**src/rtl/cnn_pkg.sv**
```systemverilog
// Shared definitions for the convolution sequencer: kernel defaults, FSM states,
// output-map sizing helpers.
package cnn_pkg;

  localparam int KX_DEF = 5;
  localparam int KY_DEF = 5;

  typedef enum logic [1:0] {
    ST_IDLE  = 2'd0,
    ST_RUN   = 2'd1,
    ST_DRAIN = 2'd2,
    ST_DONE  = 2'd3
  } state_e;

  // Number of valid (no padding) convolution outputs for one frame.
  function automatic int n_out(input int img_w, input int img_h, input int kx, input int ky);
    return (img_w - kx + 1) * (img_h - ky + 1);
  endfunction

  // Counter width for a range of n values; never below one bit.
  function automatic int cw(input int n);
    return (n > 1) ? $clog2(n) : 1;
  endfunction

endpackage

```
**src/rtl/cnn_xy_counter.sv**
```systemverilog
// Raster-order x/y counter: x wraps at W-1 and bumps y; last flags (W-1, H-1).
module cnn_xy_counter
  import cnn_pkg::*;
#(
  parameter int W = 8,
  parameter int H = 8
) (
  input  logic              clk,
  input  logic              reset_n,
  input  logic              clr,
  input  logic              inc,
  output logic [cw(W)-1:0]  x,
  output logic [cw(H)-1:0]  y,
  output logic              last
);

  localparam int XW = cw(W);
  localparam int YW = cw(H);
  localparam logic [XW-1:0] X_MAX = XW'(W - 1);
  localparam logic [YW-1:0] Y_MAX = YW'(H - 1);

  always_ff @(posedge clk or negedge reset_n) begin
    if (!reset_n) begin
      x <= '0;
      y <= '0;
    end else if (clr) begin
      x <= '0;
      y <= '0;
    end else if (inc) begin
      if (x == X_MAX) begin
        x <= '0;
        y <= (y == Y_MAX) ? '0 : y + YW'(1);
      end else begin
        x <= x + XW'(1);
      end
    end
  end

  assign last = (x == X_MAX) && (y == Y_MAX);

endmodule

```
**src/rtl/cnn_conv_seq.sv**
```systemverilog
// Frame sequencer for a streaming KXxKY convolution: counts raster pixels, flags
// complete windows, tags kernel results with output-map coordinates.
module cnn_conv_seq
  import cnn_pkg::*;
#(
  parameter int KX    = KX_DEF,
  parameter int KY    = KY_DEF,
  parameter int IMG_W = 28,
  parameter int IMG_H = 28
) (
  input  logic                          clk,
  input  logic                          reset_n,
  input  logic                          i_start,
  input  logic                          i_pix_valid,
  output logic                          o_ready,
  output logic                          o_win_valid,
  input  logic                          i_ker_valid,
  output logic                          o_res_valid,
  output logic [cw(IMG_W-KX+1)-1:0]     o_res_x,
  output logic [cw(IMG_H-KY+1)-1:0]     o_res_y,
  output logic                          o_busy,
  output logic                          o_done,
  output logic                          o_err
);

  localparam int OW    = IMG_W - KX + 1;
  localparam int N_OUT = n_out(IMG_W, IMG_H, KX, KY);
  localparam int OH    = N_OUT / OW;
  localparam int CW    = cw(IMG_W);
  localparam int RW    = cw(IMG_H);
  localparam logic [CW-1:0] COL_MIN = CW'(KX - 1);
  localparam logic [RW-1:0] ROW_MIN = RW'(KY - 1);

  state_e state, state_n;

  logic [CW-1:0]     col;
  logic [RW-1:0]     row;
  logic              in_last;
  logic [cw(OW)-1:0] rx;
  logic [cw(OH)-1:0] ry;
  logic              res_last, res_full;
  logic              active, start_acc, pix_acc, ker_act, overrun, res_acc;

  assign active    = (state == ST_RUN) || (state == ST_DRAIN);
  assign start_acc = (state == ST_IDLE) && i_start;
  assign pix_acc   = (state == ST_RUN) && i_pix_valid;
  assign ker_act   = i_ker_valid && active;
  // res_full marks that all N_OUT results were taken; anything further is an overrun.
  assign overrun   = ker_act && res_full;
  assign res_acc   = ker_act && !res_full;

  cnn_xy_counter #(.W(IMG_W), .H(IMG_H)) u_pix_cnt (
    .clk(clk), .reset_n(reset_n), .clr(start_acc), .inc(pix_acc),
    .x(col), .y(row), .last(in_last)
  );

  cnn_xy_counter #(.W(OW), .H(OH)) u_res_cnt (
    .clk(clk), .reset_n(reset_n), .clr(start_acc), .inc(res_acc),
    .x(rx), .y(ry), .last(res_last)
  );

  always_ff @(posedge clk or negedge reset_n) begin
    if (!reset_n) state <= ST_IDLE;
    else          state <= state_n;
  end

  always_comb begin
    state_n = state;
    case (state)
      ST_IDLE:  if (i_start) state_n = ST_RUN;
      ST_RUN:   if (pix_acc && in_last) state_n = ST_DRAIN;
      ST_DRAIN: if (res_full) state_n = ST_DONE;
      ST_DONE:  state_n = ST_IDLE;
      default:  state_n = ST_IDLE;
    endcase
  end

  always_ff @(posedge clk or negedge reset_n) begin
    if (!reset_n) begin
      o_win_valid <= 1'b0;
      o_res_valid <= 1'b0;
      o_res_x     <= '0;
      o_res_y     <= '0;
      res_full    <= 1'b0;
      o_err       <= 1'b0;
    end else begin
      o_win_valid <= pix_acc && (col >= COL_MIN) && (row >= ROW_MIN);
      o_res_valid <= res_acc;
      if (res_acc) begin
        o_res_x <= rx;
        o_res_y <= ry;
      end
      if (start_acc)                res_full <= 1'b0;
      else if (res_acc && res_last) res_full <= 1'b1;
      // A stray result on the start cycle still counts as an error.
      if ((i_ker_valid && !active) || overrun) o_err <= 1'b1;
      else if (start_acc)                      o_err <= 1'b0;
    end
  end

  assign o_ready = (state == ST_RUN);
  assign o_busy  = active;
  assign o_done  = (state == ST_DONE);

endmodule
```
**config.mk**
```make
export PLATFORM = sky130hd
export DESIGN_NAME = cnn_conv_seq
export DESIGN_NICKNAME = d
export VERILOG_FILES = /design/src/rtl/cnn_pkg.sv /design/src/rtl/cnn_xy_counter.sv /design/src/rtl/cnn_conv_seq.sv
export SDC_FILE = /design/constraint.sdc
export NUM_CORES = 1
export LEC_CHECK = 0
export BUFFER_PORTS_ARGS = -buffer_cell sky130_fd_sc_hd__clkbuf_2
export CORE_MARGIN = 8
export CORE_UTILIZATION = 55
export CTS_CLUSTER_DIAMETER = 50
export DETAILED_ROUTE_END_ITERATION = 10
export PLACE_DENSITY_LB_ADDON = 0.15
export SLEW_MARGIN = 20
export SYNTH_ARGS = -nofsm -noshare
export SYNTH_HDL_FRONTEND = slang
export SYNTH_SLANG_ARGS = --single-unit
```
**constraint.sdc**
```tcl
create_clock -name clk -period 2 [get_ports clk]
set_input_delay 0.2 -clock clk [delete_from_list [all_inputs] [get_ports clk]]
set_output_delay 0.2 -clock clk [all_outputs]
set_load 0.02 [all_outputs]
```
==> results of run 1 <==
-- critical path, stage by stage, from the launching register on --
cell and delay [ns]:
dfrtp_1 0.41, inv_1 0.11, ha_4 0.31, nand3b_4 0.16
clkinv_16 0.11, nand2_4 0.05, or4b_1 0.50, a21oi_1 0.14
-- sequential cells by signal, summed over array words and instances (netlist names) --
register	cells
o_res_x	5
o_res_y	5
u_pix_cnt.x	5
u_pix_cnt.y	5
u_res_cnt.x	5
u_res_cnt.y	5
state	2
o_err	1
o_res_valid	1
o_win_valid	1
res_full	1
-- cells in the final DEF, fill, tap and decap left out, types with 2 or more instances in the layout --
| cell type | instances |
|---|---|
| nand4b_1 | 3 |
| a31o_2 | 3 |
| ha_1 | 9 |
| clkbuf_4 | 5 |
| dfrtp_1 | 36 |
| nand4_1 | 2 |
| nor4_1 | 2 |
| inv_1 | 8 |
| nand2_1 | 46 |
| clkbuf_8 | 2 |
| buf_4 | 5 |
| o21ai_0 | 3 |
| clkbuf_2 | 20 |
| and2_1 | 2 |
| nor3_1 | 6 |
| and3_1 | 2 |
| and4b_1 | 3 |
| nor2_1 | 7 |
| nand3_1 | 10 |
| xor2_1 | 2 |
| or3_1 | 5 |
| nor2b_1 | 2 |
| a22oi_1 | 2 |
| a21oi_1 | 15 |
-- power groups by stage --
stage	Combinational [µW]	Sequential, µW	Clock, µW
6_report	900	922	419
5_1_grt	1010	937	452
4_1_cts	864	920	430
3_5_place_dp	857	935	0
3_3_place_gp	822	927	0
2_1_floorplan	562	969	0
-- final timing paths --
kind | from | endpoint | depth (start not counted)
worst max-delay path | state[0] | u_res_cnt.y[4] | 7
worst min-delay path | i_ker_valid | o_err | 2
worst max register to register | state[0] | u_res_cnt.y[4] | 7
worst min register to register | o_res_y[0] | o_res_y[0] | 2
max in group asynchronous | reset_n | u_res_cnt.y[4] | 2
min in group asynchronous | reset_n | u_pix_cnt.y[0] | 2
-- cells by family (layout without fill, tap and decap cells) --
family	Yosys count	count (layout)	synth area share
and+or+nand+nor	97	97	0.2797
xor gates and xnor gates	2	2	0.009717
DFF	36	36	0.4997
adders and majority gates	10	10	0.06940
AOI/OAI and AO/OA	27	27	0.09091
buffers and inverters	15	42	0.05066
-- layout make-up --
cell class,instances,area (µm²),area share
Clock buffer,7,65.06,0.03171
Tap cell,44,55.05,0.02683
Sequential cell,36,900.9,0.4390
Timing Repair Buffer,26,147.6,0.07195
Inverter,9,60.06,0.02927
Multi-Input combinational cell,136,823.3,0.4012
-- metal layers --
metal / wire length [µm] / up-vias
met2: 1539 / 24
met3: 198 / 4
li1: - / 698
met1: 1675 / 683
met5: 0 / -
met4: 31 / 0
-- metrics by stage --
step	hold WS (ns)	util	instance area [µm²]
after floorplan	-0.09559	-	1803
after global placement	0.3438	0.6382	1964
after detailed placement	0.3591	0.6382	1964
after CTS	0.1553	0.6626	2039
after global routing	0.1799	0.6667	2052
final	0.1595	0.6667	2052
-- timing repair --
| item | CTS | global route |
|---|---|---|
| gates resized for setup | 0 | 2 |
| hold endpoints to repair | 8 | 0 |
| hold buffers | 1 | 0 |
| setup endpoints to repair | 0 | 1 |
| setup buffers | 0 | 0 |
==> run_results.csv, run 1 <==
group,metric,value,unit
placement,routabilityCongestion,0.8474,
critical_path,crit_path_end_kind,"flop",
synthesis,avgSynthCellArea,9.642,µm²
synthesis,seq_area_frac_synth,0.4997,
clocking,clk_latency,0.33,ns
global_routing,grt_pass1_vias,1423,
sta,hold_violations,0,
synthesis,synth_nets,202,
power_and_ir_drop,p_seq_frac,0.411,
cells_and_area,diodes,0,
clocking,cts_buffer_depth,2,
synthesis,synth_cells,187,
placement,place_ws,0.08470,ns
placement,place_hpwl,2.555,mm
sta,drv_slew,0,
placement,dp.cells,250,
hold_path,hp-class,"input port to flop",
power_and_ir_drop,p_comb_frac,0.401,
power_and_ir_drop,p_int,1365,µW
clocking,cts_tree,"built",
sta,finalSetupTns,0,ns
critical_path,crit_type,"flop to flop",
critical_path,critPathLaunchType,"flop",
routing,wl_per_cell,13.35,µm
clocking,path_clk_slew,0.10,ns
power_and_ir_drop,p_leak,0.001035,µW
sta,setup_viol,0,
die,die_w,73.26,µm
synthesis,ys_async_sr_fraction,1.000,
critical_path,crit_arrival,2.11,ns
cells_and_area,final_layout_size_suffix_gt1_frac,0.1822,
synthesis,synth_commonest_cells,"nand2_1 (46), dfrtp_1 (36), a21oi_1 (15), ha_1 (10), nand3_1 (10)",
sta,min_period,1.854,ns
routing,initialDrtViolationCount,63,
global_routing,met2_usage,0.2354,
synthesis,yosys-top-cells-area,"dfrtp_1 (50%), nand2_1 (9.6%), ha_1 (6.9%), a21oi_1 (4.2%), nand3_1 (2.8%)",
synthesis,yosysMostFrequentCell,"nand2_1",
die,start_util,0.5858,
cells_and_area,fillers,268,
sta,fin_skew,0.004266,ns
routing,drtPass1Iterations,6,
synthesis,syn-cell-area,1803,µm²
sta,rsz0062_at_grt,"no",
power_and_ir_drop,p_switching,876.1,µW
routing,via_count,1409,
routing,drt-vias-per-instance,5.461,
synthesis,synth_cell_types,36,
cells_and_area,final_cells,258,
synthesis,yosys_most_used_dff,"dfrtp_1",
critical_path,required,2.25,ns
synthesis,synth_top_cell_area_share,0.4997,
routing,drt-total-wl,3.445,mm
routing,drtAntennaViolNets,0,
synthesis,synth-seq-cells,36,
cells_and_area,nets,229,
die,coreArea,3078,µm²
sta,clock.fmax,539.2,MHz
clocking,cts-htree-levels,2,
job,maxCapViolCount,0,
global_routing,grt_pass1_wl,6.182,mm
synthesis,synth_area_leader_cell,"dfrtp_1",
global_routing,track_usage,0.1454,
global_routing,use_met3,0.05306,
power_and_ir_drop,clkPwrFrac,0.187,
die,io_pins,21,
synthesis,synth_edf_count,0,
global_routing,overflow,0,
power_and_ir_drop,power_density,1092,nW/µm²
die,std_cell_rows,20,
global_routing,antenna_found_initial,0,
sta,slew_headroom,0.4223,
sta,setup_slack,0.1455,ns
power_and_ir_drop,irDropWorstVdd,0.9989,mV
clocking,cts-buffers-inserted,5,
clocking,cts.sinks,36,
routing,drc,0,
critical_path,rrSetupSlack,0.15,ns
clocking,clockRootBuffer,"clkbuf_4",
critical_path,crit_fanout,19,
placement,port_buffers,20,
die,die-area,5366,µm²
power_and_ir_drop,p_total,2241,µW
status,status,"complete, no violations",
synthesis,yosysWarnings,0,
sta,worstMarginPinSlew,0.8665,ns
die,die_h,73.26,µm
cells_and_area,syn_to_final_growth,13.81,%
power_and_ir_drop,power.share.switching,0.3910,
global_routing,grt_start_max_net_pins,37,
global_routing,use_met1,0.1752,
global_routing,gr-max-usage-layer,"met2",
sta,fin_crit_sh,0.9272,
Note: power is estimated with default switching activity, not from simulation.
==> run 2: changes to the inputs <==
--- a/config.mk
+++ b/config.mk
@@ -5,13 +5,15 @@
 export SDC_FILE = /design/constraint.sdc
 export NUM_CORES = 1
 export LEC_CHECK = 0
-export BUFFER_PORTS_ARGS = -buffer_cell sky130_fd_sc_hd__clkbuf_2
 export CORE_MARGIN = 8
 export CORE_UTILIZATION = 55
 export CTS_CLUSTER_DIAMETER = 50
+export CTS_CLUSTER_SIZE = 10
 export DETAILED_ROUTE_END_ITERATION = 10
+export DONT_BUFFER_PORTS = 1
 export PLACE_DENSITY_LB_ADDON = 0.15
 export SLEW_MARGIN = 20
 export SYNTH_ARGS = -nofsm -noshare
 export SYNTH_HDL_FRONTEND = slang
+export SYNTH_HIERARCHICAL = 1
 export SYNTH_SLANG_ARGS = --single-unit
==> run 2 against run 1 <==
Combinational power decreased by 11%. Utilization decreased by 5.5 points. Register-to-register slack about the same. Synthesized area increased by 0.28%. First-iteration DRC count increased by 29%. Synthesized cell count decreased by 13%. Clock power about the same. Cell count decreased by 16%. Critical path depth increased by 1. Sequential power increased by 9.5%. Critical path type unchanged. Highest routed layer unchanged.
==> run_results.csv, run 2 <==
group,metric,value,unit
critical_path,crit_arrival,2.11,ns
status,status,"complete, no violations",
synthesis,avgSynthCellArea,11.09,µm²
synthesis,synth_top_family_by_area,"simple AND/OR/NAND/NOR gates",
clocking,cts_tree,"built",
synthesis,synth_edf_count,0,
synthesis,syn-cell-area,1808,µm²
routing,drc,0,
critical_path,crit_fanout,10,
sta,rsz0062_at_grt,"no",
die,start_util,0.5549,
cells_and_area,multi_input_area,853.3,µm²
job,maxCapViolCount,0,
sta,setup_viol,0,
synthesis,seq_area_frac_synth,0.4983,
global_routing,antenna_found_initial,0,
cells_and_area,layout_common_cells,"dfrtp_1 (36), a21oi_1 (12), inv_1 (11), mux2_2 (11), nor2_1 (11)",
synthesis,synth_simple_gate_area_frac,0.1910,
placement,port_buffers,0,
critical_path,critPathLaunchType,"flop",
placement,routabilityCongestion,0.8593,
cells_and_area,fillers,284,
synthesis,muxShareOfSynthArea,0.1017,
synthesis,synth_cells,163,
power_and_ir_drop,power_density,1120,nW/µm²
routing,wl_met2,1.747,mm
sta,worstMarginPinSlew,0.5338,ns
critical_path,reg2reg_depth,8,
synthesis,yosys_most_used_dff,"dfrtp_1",
routing,wl_per_cell,15.66,µm
synthesis,synth-seq-cells,36,
hold_path,hp-class,"input port to flop",
placement,place_hpwl,2.494,mm
die,std_cell_rows,21,
synthesis,synth_area_leader_cell,"dfrtp_1",
sta,fin_skew,0.004981,ns
routing,drt-total-wl,3.414,mm
die,die_h,73.34,µm
cells_and_area,nets,186,
die,die-area,5378,µm²
clocking,cts.sinks,36,
global_routing,track_usage,0.1442,
clocking,post_cts_buffers,0,
cells_and_area,final_layout_size_suffix_gt1_frac,0.1919,
sta,hold_violations,0,
synthesis,ys_async_sr_fraction,1.000,
cells_and_area,postLayoutCoreUtil,0.6118,
sta,slew_headroom,0.6442,
synthesis,yosys-top-cells-area,"dfrtp_1 (50%), mux2_2 (6.9%), ha_1 (6.2%), a21oi_1 (3.3%), mux2i_1 (3.3%)",
clocking,clockRootBuffer,"clkbuf_4",
hold_path,min_to,"o_err",
cells_and_area,seq_area,900.9,µm²
routing,via_count,1218,
clocking,cts_buffer_depth,2,
sta,min_period,1.847,ns
cells_and_area,diodes,0,
clocking,path_clk_slew,0.10,ns
synthesis,yosysWarnings,6,
synthesis,yosysMostFrequentCell,"dfrtp_1",
sta,clock.fmax,541.4,MHz
synthesis,synth_cell_types,34,
routing,drtPass1Iterations,4,
routing,met3_wirelength,152,µm
synthesis,synth_top_cell_area_share,0.4983,
routing,routed.top_layer,"met4",
global_routing,grt_pass1_vias,1300,
cells_and_area,final_common_cell,"dfrtp_1",
die,coreArea,3258,µm²
power_and_ir_drop,p_leak,0.001014,µW
sta,drv_slew,0,
critical_path,r2r_start,"state[1]",
global_routing,grt_start_max_net_pins,37,
routing,initialDrtViolationCount,81,
routing,drtAntennaViolNets,0,
synthesis,synth_xor_area_frac,0.01453,
die,die_w,73.34,µm
die,io_pins,21,
critical_path,rrSetupSlack,0.15,ns
synthesis,synth_commonest_cells,"dfrtp_1 (36), a21oi_1 (12), inv_1 (11), mux2_2 (11), nor2_1 (11)",
routing,drt-vias-per-instance,5.587,
sta,fin_crit_sh,0.9235,
global_routing,grt_pass1_wl,5.913,mm
critical_path,worstReg2RegEnd,"u_res_cnt/x[0]",
clocking,cts-buffers-inserted,5,
power_and_ir_drop,irDropWorstVdd,0.6104,mV
synthesis,synth_nets,177,
cells_and_area,syn_to_final_growth,10.24,%
clocking,clk_latency,0.33,ns
sta,finalSetupTns,0,ns
clocking,cts-htree-levels,2,
hold_path,hold_depth,2,
critical_path,required,2.26,ns
global_routing,overflow,0,
synthesis,synth_compound_area_frac,0.09481,
routing,wl_met1,1.461,mm
critical_path,crit_type,"flop to flop",
hold_path,min_from,"i_ker_valid",
synthesis,synth-adder-area-share,0.06228,
critical_path,crit_path_end_kind,"flop",
## run 2: final cells by class
class | instances | area share
clock buffers | 7 | 0.03264
flip-flops and latches | 36 | 0.4520
well taps | 46 | 0.02888
repair buffers | 8 | 0.03766
inverters | 11 | 0.02072
multi-input cells | 110 | 0.4281
## run 2: logic make-up (layout without fill, tap and decap cells)
family                   after synthesis  after routing
AND/OR/NAND/NOR                       53             53
multiplexers                          17             17
adder cells (fa/ha/maj)                9              9
buffers and inverters                 17             26
flip-flops                            36             36
XOR/XNOR                               3              3
AO/OA/AOI/OAI                         28             28
## run 2: timing repair
action / 4_1_cts / 5_1_grt
gates resized for setup: 0 / 1
hold buffers: 2 / 0
hold endpoints to repair: 36 / 0
setup endpoints to repair: 0 / 1
## run 2: report_power, final
| group | total, µW | internal [µW] | leakage [µW] | switching [µW] |
|---|---|---|---|---|
| Clock | 420 | 199 | 0.0000374 | 221 |
| Sequential | 1010 | 849 | 0.000480 | 160 |
| Combinational | 805 | 357 | 0.000497 | 448 |
| Total | 2230 | 1400 | 0.00101 | 829 |
## run 2: critical path: stages (launching register included)
cell and delay, ns:
dfrtp_1 0.39, inv_1 0.12, ha_4 0.34, nand3_1 0.11, inv_1 0.11, buf_4 0.17, inv_1 0.08, or3_1 0.35
a21oi_1 0.12
## run 2: stage by stage
stage	instances	power, µW	setup slack [ns]	cell area, µm²	hold WS (ns)
6_report	218	2233	0.1529	1993	0.02099
5_1_grt	218	2403	0.01211	1993	0.01467
4_1_cts	218	2273	0.1001	1992	0.007095
3_5_place_dp	209	1819	0.1206	1897	-0.09447
3_3_place_gp	209	1779	0.2313	1897	-0.09440
2_1_floorplan	163	1620	0.02788	1821	-0.09559
## run 2: per-layer routing
metal	up-vias	track usage
met4	0	0.05987
met2	14	0.2473
li1	604	-
met5	-	0
met3	6	0.04911
met1	594	0.1583
## run 2: worst max-delay path by stage
stage	endpoint	depth (start not counted)	start
after global placement	u_res_cnt/y[3]	8	state[0]
after floorplan	u_res_cnt/y[2]	9	state[0]
after global routing	u_res_cnt/x[0]	8	state[0]
after detailed placement	u_pix_cnt/y[3]	6	state[1]
after CTS	u_pix_cnt/y[3]	6	state[1]
final	u_res_cnt/x[0]	8	state[1]
==> run 3: changes to the inputs <==
--- a/config.mk
+++ b/config.mk
@@ -5,9 +5,10 @@
 export SDC_FILE = /design/constraint.sdc
 export NUM_CORES = 1
 export LEC_CHECK = 0
+export ABC_AREA = 1
 export CORE_MARGIN = 8
 export CORE_UTILIZATION = 55
-export CTS_CLUSTER_DIAMETER = 50
+export CTS_CLUSTER_DIAMETER = 150
 export CTS_CLUSTER_SIZE = 10
 export DETAILED_ROUTE_END_ITERATION = 10
 export DONT_BUFFER_PORTS = 1
@@ -15,5 +16,4 @@
 export SLEW_MARGIN = 20
 export SYNTH_ARGS = -nofsm -noshare
 export SYNTH_HDL_FRONTEND = slang
-export SYNTH_HIERARCHICAL = 1
 export SYNTH_SLANG_ARGS = --single-unit
==> run 3 against run 2 <==
Die area grew 1.5%. Hold slack gained 0.082 ns. Global-route usage grew 0.31 points. Clock skew shrank 0.00063 ns. Utilization grew 0.50 points. Cell area grew 1.6%. Sequential share of layout area shrank 0.73 points. Sequential cell count is the same. Count of clock-buffer cells in the layout shrank 2. Critical path type unchanged. Highest routed layer unchanged.
==> run_results.csv, run 3 <==
group,metric,value,unit
global_routing,grt_start_max_net_pins,37,
routing,wl_per_cell,13.27,µm
routing,drtPass1Iterations,4,
cells_and_area,diodes,0,
clocking,hold_buffers,3,
clocking,cts-htree-levels,2,
sta,finalSetupTns,0,ns
sta,fin_crit_sh,0.8428,
cells_and_area,layout_common_cells,"nand2_1 (51), dfrtp_1 (36), inv_1 (29)",
routing,via_count,1390,
die,die_h,73.87,µm
synthesis,synth_commonest_cells,"nand2_1 (51), dfrtp_1 (36), inv_1 (29), nand3_1 (17), nor2_1 (13)",
synthesis,synth-seq-cells,36,
cells_and_area,nets,238,
critical_path,required,2.26,ns
placement,place_hpwl,2.568,mm
die,die-area,5456,µm²
placement,routabilityCongestion,0.7944,
global_routing,grt_pass1_wl,6.147,mm
global_routing,antenna_found_initial,0,
synthesis,yosys-top-cells-area,"dfrtp_1 (49%), nand2_1 (10%), ha_1 (6.8%), inv_1 (5.9%), nand3_1 (4.6%)",
synthesis,synth_top_cell_area_share,0.4891,
job,maxCapViolCount,0,
synthesis,avgSynthCellArea,8.688,µm²
routing,drc,0,
critical_path,crit_fanout,14,
synthesis,synth_cells,212,
synthesis,yosysWarnings,0,
critical_path,rrSetupSlack,0.31,ns
die,io_pins,21,
routing,drtAntennaViolNets,0,
global_routing,gr-max-usage-layer,"met2",
synthesis,yosys_most_used_dff,"dfrtp_1",
critical_path,crit_path_end_kind,"flop",
synthesis,seq_area_frac_synth,0.4891,
critical_path,critPathLaunchType,"flop",
cells_and_area,final_layout_size_suffix_gt1_frac,0.09375,
sta,clock.fmax,593.3,MHz
global_routing,met2_usage,0.2234,
cells_and_area,syn_to_final_growth,9.986,%
sta,hold_violations,0,
clocking,cts.sinks,36,
sta,fin_skew,0.004347,ns
power_and_ir_drop,irDropWorstVdd,0.8397,mV
clocking,clockRootBuffer,"clkbuf_4",
cells_and_area,final_common_cell,"nand2_1",
hold_path,hold_depth,2,
hold_path,hp-class,"input port to flop",
hold_path,min_to,"o_win_valid",
placement,port_buffers,0,
die,die_w,73.87,µm
routing,drt-total-wl,3.582,mm
clocking,post_cts_resized,0,
critical_path,reg2reg_depth,7,
clocking,cts-buffers-inserted,5,
power_and_ir_drop,p_total,2651,µW
critical_path,r2r_start,"state[0]",
critical_path,crit_arrival,1.95,ns
global_routing,use_met1,0.1811,
routing,initialDrtViolationCount,156,
clocking,post_cts_buffers,0,
sta,setup_viol,0,
synthesis,synth_area_leader_cell,"dfrtp_1",
synthesis,synth_nets,227,
power_and_ir_drop,power_density,1309,nW/µm²
synthesis,ys_async_sr_fraction,1.000,
routing,drt-vias-per-instance,5.148,
die,std_cell_rows,21,
synthesis,yosysMostFrequentCell,"nand2_1",
status,status,"complete, no violations",
sta,drv_slew,0,
synthesis,syn-cell-area,1842,µm²
clocking,cts_buffer_depth,2,
sta,worstMarginPinSlew,0.3048,ns
hold_path,min_from,"i_pix_valid",
synthesis,synth_cell_types,26,
global_routing,track_usage,0.1473,
synthesis,synth_edf_count,0,
die,start_util,0.5608,
sta,slew_headroom,0.7952,
die,coreArea,3284,µm²
clocking,path_clk_slew,0.11,ns
global_routing,overflow,0,
clocking,clk_latency,0.34,ns
critical_path,crit_type,"flop to flop",
critical_path,worstReg2RegEnd,"u_pix_cnt.y[4]",
power_and_ir_drop,p_leak,0.0009659,µW
sta,rsz0062_at_grt,"no",
clocking,cts_tree,"built",
global_routing,grt_pass1_vias,1332,
sta,min_period,1.686,ns
global_routing,use_met3,0.05730,
==> run 3: cells by family after synthesis <==
logic type	Yosys count	share of synthesized area
AND/OR/NAND/NOR	92	0.2344
flip-flops	36	0.4891
AO/OA/AOI/OAI	34	0.1033
buffers and inverters	34	0.07676
adder cells (fa/ha/maj)	10	0.06793
XOR/XNOR	6	0.02853
==> run 3: worst max path at each step <==
stage,slack (ns),endpoint,startpoint,depth (start not counted)
global route,0.16,u_res_cnt.y[1],state[0],9
detailed placement,0.34,u_pix_cnt.y[4],state[0],7
finish,0.31,u_pix_cnt.y[4],state[0],7
global placement,0.42,u_res_cnt.y[2],state[0],9
CTS,0.32,u_pix_cnt.y[4],state[0],7
floorplan,0.38,u_res_cnt.y[2],state[0],9
==> run 3: routing by layer <==
metal  up-vias  share of wire
met3         7          0.062
met4         0          0.012
met5         -              0
li1        701              -
met2        37           0.47
met1       645           0.46
==> run 3: stage by stage <==
step                      hold WS [ns]  worst slack [ns]    util  area [µm²]  cells
after floorplan               -0.09559            0.3767       -        1842    212
after detailed placement      -0.09438            0.3351  0.5771        1896    258
after global routing           0.09943            0.1636  0.6168        2026    270
after CTS                      0.01855            0.3209  0.6137        2016    269
after global placement        -0.09451            0.4223  0.5771        1896    258
final                           0.1029            0.3145  0.6168        2026    270
==> run 3: final cells by class <==
type	count	area, µm²
Inverter	32	122.6
Clock buffer	5	37.54
Timing Repair Buffer	6	65.06
Clock inverter	3	42.54
Sequential cell	36	900.9
Multi-Input combinational cell	142	799.5
Fill cell	279	1259
Tap cell	46	57.56
==> run 3: power breakdown <==
| part | internal, µW | switching [µW] | total, µW |
|---|---|---|---|
| registers | 903 | 248 | 1150 |
| logic | 329 | 655 | 984 |
| clock network | 261 | 255 | 515 |
==> run 3: critical path: stages (launching register included) <==
cell and delay (ns):
dfrtp_1 0.43, inv_1 0.08, ha_1 0.25, nand2_4 0.21, inv_1 0.11, nor2_1 0.26, nand2_1 0.12, o22ai_1 0.15
